$ cat src/rtl/afpm_pkg.sv
// Shared types and sizing for the AFPM operand deserializer.
package afpm_pkg;

   localparam int OP_WIDTH = 16;
   localparam int BYTE_W   = 8;
   localparam int NB       = OP_WIDTH / BYTE_W;
   localparam int IDXW     = (NB > 1) ? $clog2(NB) : 1;
   localparam int TIMER_W  = 8;

   localparam logic [IDXW-1:0] LAST_IDX = IDXW'(NB - 1);

   typedef enum logic {
      COLLECT = 1'b0,
      HOLD    = 1'b1
   } state_t;

endpackage

$ cat src/rtl/afpm_idle_timer.sv
// Load/clear/enable down-counter; expire pulses on the last enabled count.
module afpm_idle_timer
   import afpm_pkg::*;
#(
   parameter int unsigned LOAD_VAL = 15
)(
   input  logic clk,
   input  logic rst_n,
   input  logic load,
   input  logic clear,
   input  logic en,
   output logic expire
);

   logic [TIMER_W-1:0] cnt;

   assign expire = en & (cnt == TIMER_W'(1));

   always_ff @(posedge clk or negedge rst_n) begin
      if (!rst_n) begin
         cnt <= '0;
      end else if (clear) begin
         cnt <= '0;
      end else if (load) begin
         cnt <= TIMER_W'(LOAD_VAL);
      end else if (en && cnt != '0) begin
         cnt <= cnt - 1'b1;
      end
   end

endmodule

$ cat src/rtl/afpm_operand_deserializer.sv
// Assembles A/B operands from byte pairs, LSB first, and hands them
// to the multiplier core as one valid/ready transfer.
module afpm_operand_deserializer
   import afpm_pkg::*;
#(
   parameter int unsigned TIMEOUT_CYC = 15
)(
   input  logic                clk,
   input  logic                rst_n,
   input  logic                ena,
   input  logic                byte_valid,
   input  logic [BYTE_W-1:0]   byte_a,
   input  logic [BYTE_W-1:0]   byte_b,
   input  logic                core_ready,
   input  logic                clear_err,
   output logic [OP_WIDTH-1:0] op_a,
   output logic [OP_WIDTH-1:0] op_b,
   output logic                op_valid,
   output logic                busy,
   output logic                err_overrun,
   output logic                err_timeout
);

   state_t          state;
   logic [IDXW-1:0] k;
   logic [IDXW-1:0] idx;
   logic            accept;
   logic            xfer;
   logic            overrun;
   logic            idle_en;
   logic            tick;

   // A byte landing on the transfer cycle starts the next frame at index 0.
   assign xfer    = (state == HOLD) & core_ready;
   assign accept  = ena & byte_valid & ((state == COLLECT) | core_ready);
   assign overrun = ena & byte_valid & (state == HOLD) & ~core_ready;
   assign idx     = (state == HOLD) ? '0 : k;
   assign idle_en = ena & (state == COLLECT) & (k != '0) & ~byte_valid;
   assign busy    = (k != '0);

   afpm_idle_timer #(
      .LOAD_VAL (TIMEOUT_CYC)
   ) u_idle_timer (
      .clk    (clk),
      .rst_n  (rst_n),
      .load   (accept),
      .clear  (~ena),
      .en     (idle_en),
      .expire (tick)
   );

   always_ff @(posedge clk or negedge rst_n) begin
      if (!rst_n) begin
         state       <= COLLECT;
         k           <= '0;
         op_a        <= '0;
         op_b        <= '0;
         op_valid    <= 1'b0;
         err_overrun <= 1'b0;
         err_timeout <= 1'b0;
      end else begin
         if (!ena) begin
            state    <= COLLECT;
            k        <= '0;
            op_valid <= 1'b0;
         end else if (accept) begin
            for (int i = 0; i < NB; i++) begin
               if (idx == IDXW'(i)) begin
                  op_a[i*BYTE_W +: BYTE_W] <= byte_a;
                  op_b[i*BYTE_W +: BYTE_W] <= byte_b;
               end
            end
            if (idx == LAST_IDX) begin
               state    <= HOLD;
               op_valid <= 1'b1;
               k        <= '0;
            end else begin
               state    <= COLLECT;
               op_valid <= 1'b0;
               k        <= idx + 1'b1;
            end
         end else if (xfer) begin
            state    <= COLLECT;
            op_valid <= 1'b0;
         end else if (tick) begin
            k <= '0;
         end

         if (overrun) begin
            err_overrun <= 1'b1;
         end else if (clear_err) begin
            err_overrun <= 1'b0;
         end

         if (tick) begin
            err_timeout <= 1'b1;
         end else if (clear_err) begin
            err_timeout <= 1'b0;
         end
      end
   end

endmodule
$ cat config.mk
export PLATFORM = sky130hd
export DESIGN_NAME = afpm_operand_deserializer
export DESIGN_NICKNAME = d
export VERILOG_FILES = /design/src/rtl/afpm_pkg.sv /design/src/rtl/afpm_idle_timer.sv /design/src/rtl/afpm_operand_deserializer.sv
export SDC_FILE = /design/constraint.sdc
export NUM_CORES = 1
export LEC_CHECK = 0
export ABC_CLOCK_PERIOD_IN_PS = 1600
export CAP_MARGIN = 20
export CORE_MARGIN = 5
export CORE_UTILIZATION = 40
export CTS_BUF_LIST = sky130_fd_sc_hd__clkbuf_8
export DETAILED_ROUTE_END_ITERATION = 16
export PLACE_DENSITY = 0.7
export SYNTH_ARGS = -nofsm -noshare
export SYNTH_HDL_FRONTEND = slang
export SYNTH_SLANG_ARGS = --single-unit
$ cat constraint.sdc
create_clock -name clk -period 1.6 [get_ports clk]
set_input_delay 0.16 -clock clk [delete_from_list [all_inputs] [get_ports clk]]
set_output_delay 0.16 -clock clk [all_outputs]
set_load 0.005 [all_outputs]
==> metrics.txt, run 1 <==
post-synth cell types=34; Cell Pwr Density=1100 mW/mm²; dpl ws=-0.1980 ns; sw frac=25.53%; Final HPWL DP=3274 µm; max incr delay on CP=between 0.6 and 0.7 ns; router iterations before antenna repair=4; CTS H-tree depth=2; Mapped Cells=128; Hold Path Class=in2async; Detailed Route WL=4491 µm; Peak VDD IR=777.4 µV; first-pass GRT wire length=about 7500 µm; Die Height=77.63 µm; Clock Path Buffers=2; maxcap violations=0; total CTS buffers=5; yosys synthesis warning count=0; largest net degree at the start of global routing=23; setup TNS=-0.3285 ns; crit-path max FO=6; commonest non-fill, non-tap cell in the layout=clkdlybuf4s50_1; Routed WL per cell=16.63 µm; Met3 Wirelength=335 µm; Tot GR Track Use=15.53%; worst flop-to-flop path endpoint=u_idle_timer.cnt[7]; mean post-synth cell area=14.29 µm²; Leakage=0.001215 µW; Crit path top cell by count=or4_4; clock network fraction of total power=21.2%; fmax=0.5955 GHz; M1 wire length=1762 µm; Critical Path Sink Type=flop; initial antenna violation count=0; # IOs=between 50 and 60; post-route setup slack=-0.07922 ns; antenna violation net count after detailed routing=0; Yosys top cell by area=dfrtp_1; Seq cells post-synth=44; CTS clk-pin slew, worst paths=0.09 ns; failing checks=negative setup slack; Slew @ Worst Pin=0.4642 ns; CP Depth=3; unrepaired setup endpoints after global routing=yes; Slew Viols, Final=0; Worst EP arrival=1.91 ns; first-iteration detailed-routing DRC count=between 50 and 60; Buffers on Ports=57; Chip Width=77.63 µm; root buffer cell=clkbuf_8; Synth area leaders=dfrtp_1, mux2_2, ha_1, o211ai_2, a21oi_1; row count=24; CP Cell Sequence=or4_4, or4_4, a21oi_2; crit share post-route=105.0%; CP bufs+invs=0; sw power=about 800 µW; top-area cell type share of the netlist area=60.19%; worst hold slack=0.4085 ns; diode count=0; commonest cells after routing, fill and taps aside=clkdlybuf4s50_1, dfrtp_1, mux2_2; Cell Int Power=2314 µW; area grow syn2layout=54.45%; vias in the first global route=1580; R2R Path Start=u_idle_timer.cnt[5]; fin util=64.44%; routed vias/inst=roughly 5.2; Placed Cells=255; final non-filler cell total=between 200 and 300; die area=0.006026 mm²; Top delay family on crit path=simple AND/OR/NAND/NOR gates; clk_lat worst skew=slightly below 0.3 ns; gr ovfl total=0; Seq pwr share=47.2%; cell area after synthesis=0.001829 mm²; Finish-stage setup viols=8; Clock Skews=0.01061 ns; TritonCTS clock tree=done; worst reg2reg path depth=3; initial core utilization=41.72%; Max Used Layer=met4; Sink Count=44; core area=approximately 0.0044 mm²; post-synthesis sequential area ratio=around 60%; gpl congestion=around 0.80; routed via count=1407; nets@finish=243; wire length on met2=2340 µm; headroom to the max-slew limit=roughly 69%; slowest stage cell on the critical path=or4_4; Critical Path Start=u_idle_timer.cnt[5]; Worst EP required=1.83 ns; Final min period=1.679 ns; share of cells above drive strength 1=36.70%; flop2flop setup slack=-0.08 ns; drt drc=0; Mapped Nets=between 150 and 200; Combinational Power Share=31.7%; endpoints failing hold=0; CP Class=reg2reg; CP Launch Type=flop; status=finished, violations left
==> per-stage QoR <==
step	instance area [µm²]	total power [µW]
3_3_place_gp	2629	2404
6_report	2825	3107
4_1_cts	2805	3141
2_1_floorplan	1843	1784
5_1_grt	2825	3287
3_5_place_dp	2629	2440
==> cell usage after synthesis <==
cell type / n
a31oi_1: 1
nor2b_1: 1
mux2_2: 32
or3_1: 2
a211oi_1: 2
o311ai_0: 1
or3b_2: 1
buf_6: 1
dfrtp_1: 44
clkbuf_1: 1
a21o_1: 1
nor3_1: 1
or4_1: 2
o31ai_1: 2
o41ai_1: 1
nand2b_1: 1
inv_1: 5
buf_2: 1
nor2_1: 1
o211ai_2: 2
a21oi_1: 4
o22ai_1: 1
o211ai_1: 2
o21a_1: 1
xor2_1: 1
or4_4: 1
nor3b_2: 1
ha_1: 3
o21ai_0: 3
nand2_1: 3
and4bb_2: 1
a31o_1: 1
xnor2_1: 1
nand3_1: 2
==> power groups by stage <==
| stage | Sequential, µW | Combinational (µW) | Clock (µW) |
|---|---|---|---|
| finish | 1470 | 984 | 657 |
| global route | 1500 | 1060 | 729 |
| CTS | 1470 | 994 | 676 |
| detailed placement | 1490 | 951 | 0 |
| global placement | 1470 | 932 | 0 |
| floorplan | 1500 | 286 | 0 |
==> routing by layer <==
metal / track usage, % / up-vias
li1: - / 648
met1: 17.86 / 711
met2: 26.38 / 41
met3: 6.134 / 7
met4: 4.983 / 0
met5: 0 / -
==> state kept, by name, summed over array words and instances, names as in the netlist <==
signal / count
err_timeout: 1
err_overrun: 1
busy: 1
u_idle_timer.cnt: 8
state: 1
op_a: 16
op_b: 16
==> cells by family after synthesis <==
group | Yosys count | share of synthesized area [%]
compound gates | 22 | 8.687
buf+inv | 8 | 2.120
flops | 44 | 60.19
mux | 32 | 19.70
simple gates | 17 | 6.292
xor+xnor | 2 | 0.9578
fa+ha+maj | 3 | 2.052
==> worst reg2reg max path, delay by kind of cell, from the launching register on <==
kind	cells	cell delay, ns
AOI/OAI and AO/OA	1	0.13
DFF	1	0.38
and+or+nand+nor	2	1.12
==> what timing repair did <==
action,in CTS,in global routing
setup buffers,7,0
hold endpoints to repair,20,0
resized for setup,9,4
setup endpoints to repair,9,10
hold buffers,1,0
pin swaps,9,2
==> area by class of cell <==
class / count / area, µm²
Sequential cell: 44 / 1101
Clock buffer: 5 / 68.82
Multi-Input combinational cell: 76 / 740.7
Clock inverter: 2 / 12.51
Fill cell: 353 / 1559
Tap cell: 52 / 65.06
Timing Repair Buffer: 86 / 818.3
Inverter: 5 / 18.77
==> worst max path at each step <==
stage	end	slack, ns
4_1_cts	u_idle_timer.cnt[7]	-0.06
3_5_place_dp	u_idle_timer.cnt[1]	-0.20
3_3_place_gp	u_idle_timer.cnt[7]	-0.11
2_1_floorplan	u_idle_timer.cnt[7]	-0.11
6_report	u_idle_timer.cnt[7]	-0.08
5_1_grt	u_idle_timer.cnt[7]	-0.14
(Power assumes the default switching activity.)
==> run 2, diff against run 1 <==
--- a/config.mk
+++ b/config.mk
@@ -12,6 +12,7 @@
 export CTS_BUF_LIST = sky130_fd_sc_hd__clkbuf_8
 export DETAILED_ROUTE_END_ITERATION = 16
 export PLACE_DENSITY = 0.7
+export SKIP_LAST_GASP = 1
 export SYNTH_ARGS = -nofsm -noshare
 export SYNTH_HDL_FRONTEND = slang
 export SYNTH_SLANG_ARGS = --single-unit
==> metrics.txt, run 2 (synthesis gave the netlist of run 1 again) <==
Hold Path Class=in2async; unrepaired setup endpoints after global routing=yes; share of cells above drive strength 1=36.70% (unchanged); clk_lat worst skew=0.29 ns (about the same); fmax=0.5955 GHz (about the same); Buffers on Ports=57 (unchanged); gpl congestion=0.7976 (unchanged); Tot GR Track Use=15.53% (unchanged); Top Registers=op_a: 16 flops, op_b: 16 flops, u_idle_timer.cnt: 8 flops; TritonCTS clock tree=done; Chip Width=77.63 µm (unchanged); dpl ws=-0.1980 ns (unchanged); Final HPWL DP=3274 µm (unchanged); CTS H-tree depth=2 (unchanged); Design Power=3107 µW (about the same); Routed WL per cell=16.62 µm (about the same); Leakage=0.001215 µW (about the same); worst hold slack=0.4091 ns (+0.0005530 ns); endpoints failing hold=0 (unchanged); Final min period=1.679 ns (-0.00007940 ns); total CTS buffers=5 (unchanged); largest net degree at the start of global routing=23 (unchanged); Clock Path Buffers=2 (unchanged); Clock Skews=0.01071 ns (+0.0001044 ns); failing checks=negative setup slack; routed via count=1404 (-0.21%); maxcap violations=0 (unchanged); Detailed Route WL=4488 µm (about the same); router iterations before antenna repair=4 (unchanged); Sink Count=44 (unchanged); crit share post-route=104.9% (about the same); Placed Cells=255 (unchanged); die area=0.006026 mm² (unchanged); commonest cells after routing, fill and taps aside=clkdlybuf4s50_1, dfrtp_1, mux2_2; Slew @ Worst Pin=0.4642 ns (-0.000001907 ns); Placed Area=0.002629 mm² (unchanged); antenna violation net count after detailed routing=0 (unchanged); Slew Viols, Final=0 (unchanged); Worst EP arrival=1.91 ns (about the same); nets@finish=243 (unchanged); crit-path max FO=6 (unchanged); Critical Path Sink Type=flop; initial core utilization=41.72% (unchanged); drt drc=0 (unchanged); gr ovfl total=0 (unchanged); post-route setup slack=-0.07914 ns (+0.00007940 ns); first-pass GRT wire length=7541 µm (unchanged); headroom to the max-slew limit=69.05% (about the same); CTS clk-pin slew, worst paths=0.09 ns (about the same); final non-filler cell total=270 (unchanged); core area=0.004384 mm² (unchanged); Finish-stage setup viols=8 (unchanged); first-iteration detailed-routing DRC count=53 (+1.9%); initial antenna violation count=0 (unchanged); Peak VDD IR=777.3 µV (about the same); area grow syn2layout=54.45% (unchanged); Worst EP required=1.83 ns (about the same); diode count=0 (unchanged); status=finished, violations left; CP Class=reg2reg; Die Height=77.63 µm (unchanged); CP Launch Type=flop; commonest non-fill, non-tap cell in the layout=clkdlybuf4s50_1; # IOs=58 (unchanged); row count=24 (unchanged); Cell Pwr Density=1100 mW/mm² (about the same); root buffer cell=clkbuf_8; routed vias/inst=5.200 (-0.21%); Final Cell Area=0.002825 mm² (unchanged); vias in the first global route=1580 (unchanged)
[run 2: cell counts in the layout (fill, tap and decap cells not counted)]
No cell type changed its count.
[run 2: what timing repair did]
| action | CTS | global route |
|---|---|---|
| setup buffers | 7 | 0 |
| hold buffers | 1 | 0 |
| pin swaps | 8 | 2 |
| endpoints found under the hold margin | 20 | 0 |
| setup endpoints to repair | 9 | 10 |
| gates resized for setup | 9 | 4 |
[run 2: final cells by class]
cell class                      instances  area, µm²
Clock buffer                            5      68.82
Clock inverter                          2      12.51
Fill cell                             353       1559
Inverter                                5      18.77
Multi-Input combinational cell         76      740.7
Sequential cell                        44       1101
Tap cell                               52      65.06
Timing Repair Buffer                   86      818.3
[run 2: stage by stage]
stage	util (%)	setup TNS, ns
global route	64.44	-1.036
detailed placement	59.96	-2.905
global placement	59.96	-2.021
finish	64.44	-0.3350
CTS	63.98	-0.2245
floorplan	-	-0.4033
[run 2: critical path: stages (launching register included)]
cell and delay, ns:
dfrtp_1 0.38, or4_4 0.61, or4_4 0.51, a21oi_2 0.13
[run 2: final timing paths]
path / startpoint / endpoint / slack, ns / cells past startpoint
max in group asynchronous: rst_n / op_b[5] / 0.65 / 3
min in group clk: clear_err / err_timeout / 0.46 / 2
setup / recovery: u_idle_timer.cnt[5] / u_idle_timer.cnt[7] / -0.08 / 3
hold / removal: rst_n / op_a[12] / 0.41 / 2
hold reg to reg: op_a[8] / op_a[8] / 0.51 / 1
setup reg to reg: u_idle_timer.cnt[5] / u_idle_timer.cnt[7] / -0.08 / 3
[run 2: power breakdown]
part	internal, µW	total (µW)	switching [µW]
sequential	1340	1470	123
combinational	675	984	309
clock	296	657	362
[run 2: layer usage]
metal	wire [µm]	track usage (%)	part of all wire, %	vias up
li1	-	-	-	648
met1	1759	17.86	39	708
met2	2339	26.38	52	41
met3	335	6.134	7.5	7
met4	53	4.983	1.2	0
met5	0	0	0	-
==> run 3, diff against run 2 <==
--- a/config.mk
+++ b/config.mk
@@ -7,7 +7,7 @@
 export LEC_CHECK = 0
 export ABC_CLOCK_PERIOD_IN_PS = 1600
 export CAP_MARGIN = 20
-export CORE_MARGIN = 5
+export CORE_MARGIN = 1
 export CORE_UTILIZATION = 40
 export CTS_BUF_LIST = sky130_fd_sc_hd__clkbuf_8
 export DETAILED_ROUTE_END_ITERATION = 16
==> metrics.txt, run 3 (synthesis gave the netlist of run 1 again) <==
status=finished, violations left; failing checks=negative setup slack; vias in the first global route=1449 (-8.3%); slowest stage cell on the critical path=or4_4; fmax=0.5846 GHz (-1.8%); routed via count=1383 (-1.5%); Design Power=3114 µW (+0.21%); max incr delay on CP=0.62 ns (about the same); post-route setup slack=-0.1105 ns (-0.03131 ns); Slew Viols, Final=0 (unchanged); antenna violation net count after detailed routing=0 (unchanged); CTS clk-pin slew, worst paths=0.09 ns (about the same); setup TNS=-0.5081 ns (-0.1732 ns); maxcap violations=0 (unchanged); unrepaired setup endpoints after global routing=yes; gpl congestion=0.8472 (+6.2%); Final min period=1.710 ns (+0.03131 ns); Slew @ Worst Pin=0.5414 ns (+0.07717 ns); first-iteration detailed-routing DRC count=56 (+5.7%); Placed Cells=254 (-0.39%); headroom to the max-slew limit=63.91% (-5.1 points); commonest cells after routing, fill and taps aside=clkdlybuf4s50_1, dfrtp_1, mux2_2; Peak VDD IR=744.1 µV (-4.3%); Worst EP arrival=1.95 ns (+0.04 ns); largest net degree at the start of global routing=26 (+13%); nets@finish=238 (-2.1%); CP Class=reg2reg; router iterations before antenna repair=4 (unchanged); Cell Pwr Density=1106 mW/mm² (+0.53%); Leakage=0.001208 µW (-0.65%); Buffers on Ports=57 (unchanged); initial core utilization=41.72% (unchanged); Routed WL per cell=16.20 µm (-2.5%); Tot GR Track Use=18.35% (+2.8 points); Crit path top cell by count=or4_4; root buffer cell=clkbuf_8; first-pass GRT wire length=6941 µm (-8.0%); gr ovfl total=0 (unchanged); CP Launch Type=flop; Clock Skews=0.01468 ns (+0.003966 ns); flop2flop setup slack=-0.11 ns (-0.03 ns); TritonCTS clock tree=done; initial antenna violation count=0 (unchanged); Chip Width=69.63 µm (-10%); CP Cell Sequence=or4_4, or4_4, a21oi_2; share of cells above drive strength 1=36.92% (+0.22 points); routed vias/inst=5.199 (about the same); area grow syn2layout=53.97%; clk_lat worst skew=0.30 ns (about the same); Detailed Route WL=4310 µm (-4.0%); endpoints failing hold=0 (unchanged); Finish-stage setup viols=9 (+1); diode count=0 (unchanged); Clock Path Buffers=2 (unchanged); dpl ws=-0.1639 ns (+0.03408 ns); crit share post-route=106.9% (+2.0 points); Hold Path Class=in2async; drt drc=0 (unchanged); Worst EP required=1.84 ns (about the same); crit-path max FO=6 (unchanged); Sink Count=44 (unchanged); # IOs=58 (unchanged); Die Height=69.63 µm (-10%); core area=0.004384 mm² (unchanged); commonest non-fill, non-tap cell in the layout=clkdlybuf4s50_1; final non-filler cell total=266 (-1.5%); Critical Path Sink Type=flop; die area=0.004848 mm² (-20%); Final HPWL DP=3007 µm (-8.1%); CTS H-tree depth=2 (unchanged); total CTS buffers=5 (unchanged); row count=24 (unchanged); Top Registers=op_a: 16 flops, op_b: 16 flops, u_idle_timer.cnt: 8 flops; fin util=64.24% (-0.20 points)
-- run 3: timing repair --
item                       CTS  global route
cloned                       0             0
hold buffers                 1             0
resized for setup            7            11
pin swaps                    5             8
setup endpoints to repair    8             9
setup buffers                1             2
hold endpoints to repair    23             0
-- run 3: layout make-up --
cell class              count  area, µm²
fillers                   331       1568
clock buffers               5      68.82
flip-flops and latches     44       1101
repair buffers             81      777.0
multi-input cells          76      769.5
clock inverters             3      16.27
well taps                  52      65.06
inverters                   5      18.77
-- run 3: routing by layer --
layer,up-vias,track usage (%),share of wire (%)
met4,0,6.000,1.3
met3,6,5.669,5.1
li1,641,-,-
met1,696,22.33,41
met5,-,0,0
met2,40,31.07,53
-- run 3: final timing paths --
| path | endpoint | depth (start not counted) | startpoint |
|---|---|---|---|
| min in group clk | err_overrun | 2 | clear_err |
| max in group asynchronous | op_b[12] | 3 | rst_n |
| hold / removal | u_idle_timer.cnt[2] | 2 | rst_n |
| setup / recovery | u_idle_timer.cnt[7] | 3 | u_idle_timer.cnt[2] |
| setup reg to reg | u_idle_timer.cnt[7] | 3 | u_idle_timer.cnt[2] |
| hold reg to reg | op_b[1] | 1 | op_b[1] |
-- run 3: worst max-delay path, delay by kind of cell, from the launching register on --
kind	cells	cell delay (ns)
AND/OR/NAND/NOR	2	1.13
AO/OA/AOI/OAI	1	0.13
flip-flops	1	0.39
-- run 3: stage by stage --
stage | hold slack, ns | instance area (µm²)
after floorplan | -0.1356 | 1843
after global placement | 0.1659 | 2621
after detailed placement | 0.1749 | 2621
after CTS | 0.3935 | 2753
after global routing | 0.4280 | 2816
final | 0.3711 | 2816
-- run 3: power by group --
part / switching [µW] / leakage, µW / internal [µW] / total [µW]
Combinational: 313 / 0.000616 / 671 / 983
Sequential: 123 / 0.000541 / 1340 / 1470
Clock: 365 / 0.0000507 / 299 / 664
Total: 801 / 0.00121 / 2310 / 3110
